**src/rtl/beatmap_pkg.sv**
```systemverilog
// Shared note types and helpers for the beatmap note path.
package beatmap_pkg;

    localparam int NOTE_W = 8;
    localparam int LANE_W = 2;

    typedef logic [NOTE_W-1:0] note_t;
    typedef logic [LANE_W-1:0] lane_t;

    // The lane index lives in bits [3:2] of every generator note code.
    function automatic lane_t lane_of(input note_t note);
        return note[3:2];
    endfunction

endpackage

```
**src/rtl/beatmap_note_scheduler_note_fifo.sv**
```systemverilog
// First-word-fall-through note FIFO.
// The head entry is read straight from storage, so a note written into an
// empty FIFO is visible the cycle after the write. A push while full is only
// accepted when the head is popped in the same cycle; otherwise it is
// silently ignored and the caller decides what that means.
module note_fifo
    import beatmap_pkg::*;
#(
    parameter  int DEPTH = 8,
    localparam int PTR_W = $clog2(DEPTH),
    localparam int CNT_W = PTR_W + 1
) (
    input  logic             clk,
    input  logic             resetn,
    input  logic             push,
    input  note_t            push_data,
    input  logic             pop_req,
    output note_t            head_data,
    output logic [CNT_W-1:0] count,
    output logic             full,
    output logic             empty
);

    localparam logic [CNT_W-1:0] CNT_FULL = CNT_W'(DEPTH);

    logic [PTR_W-1:0] wr_ptr_q, wr_ptr_d;
    logic [PTR_W-1:0] rd_ptr_q, rd_ptr_d;
    logic [CNT_W-1:0] count_q, count_d;
    note_t            mem_q [DEPTH];
    note_t            mem_d [DEPTH];

    logic pop;
    logic push_ok;

    assign full      = (count_q == CNT_FULL);
    assign empty     = (count_q == '0);
    assign count     = count_q;
    assign head_data = mem_q[rd_ptr_q];

    // A pop needs a note at the head; a push into a full FIFO needs a
    // simultaneous pop to free the slot it will reuse.
    always_comb begin
        pop     = pop_req && !empty;
        push_ok = push && (!full || pop);
    end

    // Pointer and occupancy next-state; pointers wrap naturally at DEPTH.
    always_comb begin
        wr_ptr_d = wr_ptr_q;
        rd_ptr_d = rd_ptr_q;
        count_d  = count_q;
        if (push_ok) begin
            wr_ptr_d = wr_ptr_q + PTR_W'(1);
        end
        if (pop) begin
            rd_ptr_d = rd_ptr_q + PTR_W'(1);
        end
        case ({push_ok, pop})
            2'b10:   count_d = count_q + CNT_W'(1);
            2'b01:   count_d = count_q - CNT_W'(1);
            default: count_d = count_q;
        endcase
    end

    // Storage next-state: only the tail slot is written, on an accepted push.
    always_comb begin
        mem_d = mem_q;
        if (push_ok) begin
            mem_d[wr_ptr_q] = push_data;
        end
    end

    // Control state; reset empties the FIFO by clearing pointers and count.
    always_ff @(posedge clk) begin
        if (!resetn) begin
            wr_ptr_q <= '0;
            rd_ptr_q <= '0;
            count_q  <= '0;
        end else begin
            wr_ptr_q <= wr_ptr_d;
            rd_ptr_q <= rd_ptr_d;
            count_q  <= count_d;
        end
    end

    // Note storage is deliberately left out of reset; stale entries are
    // never visible because the count gates validity.
    always_ff @(posedge clk) begin
        mem_q <= mem_d;
    end

endmodule

```
**src/rtl/beatmap_note_scheduler.sv**
```systemverilog
// Beat-rate sampler of the generator note stream.
// A beat counter advances on every cycle where the generator is valid and
// the scheduler is enabled; the last count of each beat is the sample
// cycle, whose data is pushed into a FWFT FIFO that feeds the renderer.
// A sample that finds the FIFO full with no pop pending is lost and raises
// a sticky overflow flag until reset.
module beatmap_note_scheduler
    import beatmap_pkg::*;
#(
    parameter int BEAT_PERIOD = 16,
    parameter int DEPTH       = 8
) (
    input  logic                    clk,
    input  logic                    resetn,
    input  logic                    enable,
    input  logic                    data_en,
    input  logic [NOTE_W-1:0]       data,
    output logic                    note_valid,
    output logic [NOTE_W-1:0]       note_data,
    output logic [LANE_W-1:0]       note_lane,
    input  logic                    note_ready,
    output logic                    beat_tick,
    output logic [$clog2(DEPTH):0]  count,
    output logic                    overflow
);

    localparam int               BEAT_W    = $clog2(BEAT_PERIOD);
    localparam logic [BEAT_W-1:0] BEAT_LAST = BEAT_W'(BEAT_PERIOD - 1);
    localparam int               CNT_W     = $clog2(DEPTH) + 1;

    logic [BEAT_W-1:0] beat_cnt_q, beat_cnt_d;
    logic              overflow_q, overflow_d;

    logic              active;
    logic              pop;
    logic              fifo_full;
    logic              fifo_empty;
    note_t             fifo_head;
    logic [CNT_W-1:0]  fifo_count;

    assign active = enable && data_en;

    // The sample cycle is the active cycle on the final count of the beat.
    always_comb begin
        beat_tick = active && (beat_cnt_q == BEAT_LAST);
    end

    // Beat counter: a gap in the generator stream restarts the beat, while
    // a pause with the stream still valid merely holds it.
    always_comb begin
        beat_cnt_d = beat_cnt_q;
        if (!data_en) begin
            beat_cnt_d = '0;
        end else if (enable) begin
            if (beat_cnt_q == BEAT_LAST) begin
                beat_cnt_d = '0;
            end else begin
                beat_cnt_d = beat_cnt_q + BEAT_W'(1);
            end
        end
    end

    // Renderer handshake: a pop only happens while a note is presented.
    always_comb begin
        note_valid = !fifo_empty;
        pop        = note_valid && note_ready;
        note_data  = fifo_head;
        note_lane  = lane_of(fifo_head);
        count      = fifo_count;
    end

    // Sticky loss flag: a tick into a full FIFO without a pop drops the sample.
    always_comb begin
        overflow_d = overflow_q;
        if (beat_tick && fifo_full && !pop) begin
            overflow_d = 1'b1;
        end
        overflow = overflow_q;
    end

    // Scheduler state registers.
    always_ff @(posedge clk) begin
        if (!resetn) begin
            beat_cnt_q <= '0;
            overflow_q <= 1'b0;
        end else begin
            beat_cnt_q <= beat_cnt_d;
            overflow_q <= overflow_d;
        end
    end

    note_fifo #(
        .DEPTH (DEPTH)
    ) u_note_fifo (
        .clk       (clk),
        .resetn    (resetn),
        .push      (beat_tick),
        .push_data (data),
        .pop_req   (note_ready),
        .head_data (fifo_head),
        .count     (fifo_count),
        .full      (fifo_full),
        .empty     (fifo_empty)
    );

endmodule

```
**config.mk**
```make
export PLATFORM = sky130hd
export DESIGN_NAME = beatmap_note_scheduler
export DESIGN_NICKNAME = d
export VERILOG_FILES = /design/src/rtl/beatmap_pkg.sv /design/src/rtl/beatmap_note_scheduler_note_fifo.sv /design/src/rtl/beatmap_note_scheduler.sv
export SDC_FILE = /design/constraint.sdc
export NUM_CORES = 1
export LEC_CHECK = 0
export BUFFER_PORTS_ARGS = -buffer_cell sky130_fd_sc_hd__buf_4
export CORE_MARGIN = 2
export CORE_UTILIZATION = 45
export CTS_CLUSTER_DIAMETER = 50
export DETAILED_ROUTE_END_ITERATION = 10
export GPL_TIMING_DRIVEN = 0
export PLACE_DENSITY = 0.7
export SLEW_MARGIN = 0
export SYNTH_ARGS = -nofsm -noshare
export SYNTH_HDL_FRONTEND = slang
export SYNTH_SLANG_ARGS = --single-unit
```
**constraint.sdc**
```tcl
create_clock -name clk -period 6.7 [get_ports clk]
set_clock_uncertainty 0.1 [all_clocks]
set_input_delay 0.335 -clock clk [delete_from_list [all_inputs] [get_ports clk]]
set_output_delay 0.335 -clock clk [all_outputs]
set_load 0.1 [all_outputs]
```
==> flow_metrics.py <==
metrics = {
    "status": {
        "run_status": "complete, no violations",
    },
    "sta": {
        "setup_viol": 0,
        "tightest_slew_ps": 951,
        "drv_slew": 0,
        "tns_ps": 0,
        "period_needed_ps": 2960,
        "grt_setup_unrepaired": "no",
        "max_freq_mhz": 338,
        "period_share_pct": 44.2,
        "hold_viol_final": 0,
        "max-slew-margin-rel_pct": 36.4,
    },
    "cts": {
        "cts_sinks": 79,
        "htreeDepth": 3,
        "clk_pin_slew_ps": 80,
        "clk_path_buf_depth": 2,
        "postCtsSetupBuffers": 0,
        "cts_resized": 0,
        "cts_hold_buf": 0,
        "clock_latency_ps": 350,
        "cts-root-buf": "clkbuf_8",
        "cts-buffers-inserted": 9,
        "cts_tree": "yes",
    },
    "setup_path": {
        "endpoint_kind": "primary output",
        "critical_path_class": "reg -> out",
        "critPathRequiredTime_ps": 6260,
        "cp.arrival_ps": 2520,
        "crit_path_max_fanout": 10,
        "reg2reg_depth": 10,
        "cp-start-kind": "register",
    },
    "floorplan": {
        "die_h_um": 89.4,
        "ios": 30,
        "dieArea_sq_um": 7990,
        "core_area_sq_um": 7140,
        "dieWidth_um": 89.4,
        "num_rows": 31,
        "start_util_pct": 46.0,
    },
    "job": {
        "cap_violations": 0,
    },
    "cells_and_area": {
        "drive_gt1_share_pct": 35.2,
        "seq_area_sq_um": 2220,
        "multiInputGateArea_sq_um": 1010,
        "final_nets": 250,
        "syn2layout_area_growth_pct": 18.2,
        "diodes": 0,
        "fill_cells": 604,
        "final_util_pct": 54.3,
    },
    "grt": {
        "global_route.usage.met1_pct": 21.3,
        "grtUsageMet2_pct": 25.1,
        "grt_pass1_vias": 1799,
        "grt_pass1_wl_mm": 9.00,
        "top_usage_layer": "met2",
        "antenna_found_initial": 0,
        "grt_overflow_total": 0,
        "grt_use_total_pct": 16.2,
        "grt_use_met3_pct": 3.05,
        "grt_start_max_net_pins": 15,
    },
    "logic_synthesis": {
        "yosysWarnings": 0,
        "synth_area_leaders": "edfxtp_1, mux4_2, dfxtp_1",
        "synth_edf_count": 64,
        "postSynthCellCount": 190,
        "yosysSeqAreaShare_pct": 67.8,
        "synth_nets": 209,
        "synth_seq_cells": 79,
        "ys_top_cells_by_count": "edfxtp_1, mux4_2, dfxtp_1",
        "synth.distinct_cells": 37,
        "synthFlopType": "edfxtp_1",
        "syn_area_sq_um": 3280,
        "yosysTopAreaCell": "edfxtp_1",
        "async_flop_share_pct": 0,
        "synth.avg_cell_area_sq_um": 17.3,
        "synth.most_common_cell": "edfxtp_1",
        "yosys.area.top_type_share_pct": 58.6,
    },
    "placed_design": {
        "globalplace.congestion": 0.682,
        "port_buffers": 29,
        "hpwl_mm": 3.74,
    },
    "power_and_ir_drop": {
        "p_per_area_nw_per_um2": 241,
        "peakVddDrop_mv": 0.119,
        "leakage_nw": 1.31,
    },
    "worst_hold_path": {
        "holdPathStages": 1,
        "hold_path_class": "in -> reg",
    },
    "route": {
        "drtIter0Drc": 85,
        "drcViolationCount": 0,
        "routed_via_density": 5.29,
        "finalWirelength_mm": 5.88,
        "dr.pass1.iters": 4,
        "num_vias": 1771,
        "ant_nets": 0,
        "post_drt_wl_per_cell_um": 17.5,
    },
}
-- area by class of cell --
type,count,area share (%)
inverters,2,0.194
flip-flops and latches,79,57.3
clock buffers,10,3.29
repair buffers,30,5.81
clock inverters,6,2.39
multi-input cells,99,26.2
well taps,99,3.20
plain buffers,10,1.58
-- layer usage --
layer	vias up	routed length, um
met1	900	2580
met5	-	0
met4	0	106
li1	820	-
met3	12	211
met2	39	2980
-- per-stage QoR --
step / hold WS, ps / total power (W) / setup WS, ps / instance area, sq um / std cells
global placement: 365 / 0.000555 / 3640 / 3620 / 318
floorplan: 334 / 0.000544 / 3190 / 3280 / 190
detailed placement: 372 / 0.000556 / 4030 / 3650 / 319
finish: 116 / 0.000932 / 3740 / 3870 / 335
global route: 103 / 0.000959 / 3610 / 3870 / 335
CTS: 101 / 0.000941 / 3670 / 3870 / 335
-- cell families after synthesis --
kind of cell / after synthesis / share of synthesized area, %
AND/OR/NAND/NOR: 44 / 7.55
flip-flops: 79 / 67.8
adder cells (fa/ha/maj): 6 / 2.29
AO/OA/AOI/OAI: 11 / 2.67
multiplexers: 28 / 15.0
XOR/XNOR: 10 / 2.67
buffers and inverters: 12 / 2.10
-- report_power, final --
group,internal [W],switching (W),total [W]
combinational,0.00000635,0.00000835,0.0000147
clock,0.000212,0.000176,0.000388
sequential,0.000529,0.000000371,0.000529
total,0.000748,0.000185,0.000932
-- flip-flops by register name (all words and copies together) (netlist names) --
signal	cells
u_note_fifo.mem_q	64
beat_cnt_q	4
u_note_fifo.count	4
u_note_fifo.rd_ptr_q	3
u_note_fifo.wr_ptr_q	3
overflow	1
-- path summary, 6_finish.rpt --
check,from,end,slack [ps]
hold reg to reg,overflow,overflow,380
setup / recovery,u_note_fifo.rd_ptr_q[1],note_lane[1],3740
hold / removal,data[2],u_note_fifo.mem_q[50],120
setup reg to reg,u_note_fifo.count[1],u_note_fifo.count[2],3990
-- cell usage in the layout (no fill, tap or decap), types with 2 or more instances in the layout --
cell,count
nor3_2,4
nor2_1,8
a21boi_0,2
dfxtp_1,15
mux4_2,16
clkbuf_8,9
clkinvlp_4,2
bufinv_16,2
buf_4,34
nand2b_1,4
and2_1,5
o21ai_0,3
edfxtp_1,64
mux2i_1,4
ha_1,6
xor2_1,4
mux2_2,8
inv_6,2
nand4_1,2
nor2b_1,3
clkbuf_1,4
nand2_1,7
inv_1,2
xnor2_1,6
nand3_1,3
-- critical path, stage by stage (launching register included) --
cell and delay [ps]:
dfxtp_1 340, clkbuf_1 460, buf_2 390, mux4_2 340
mux2_2 290, buf_4 130, buf_4 220
(Power assumes the default switching activity.)
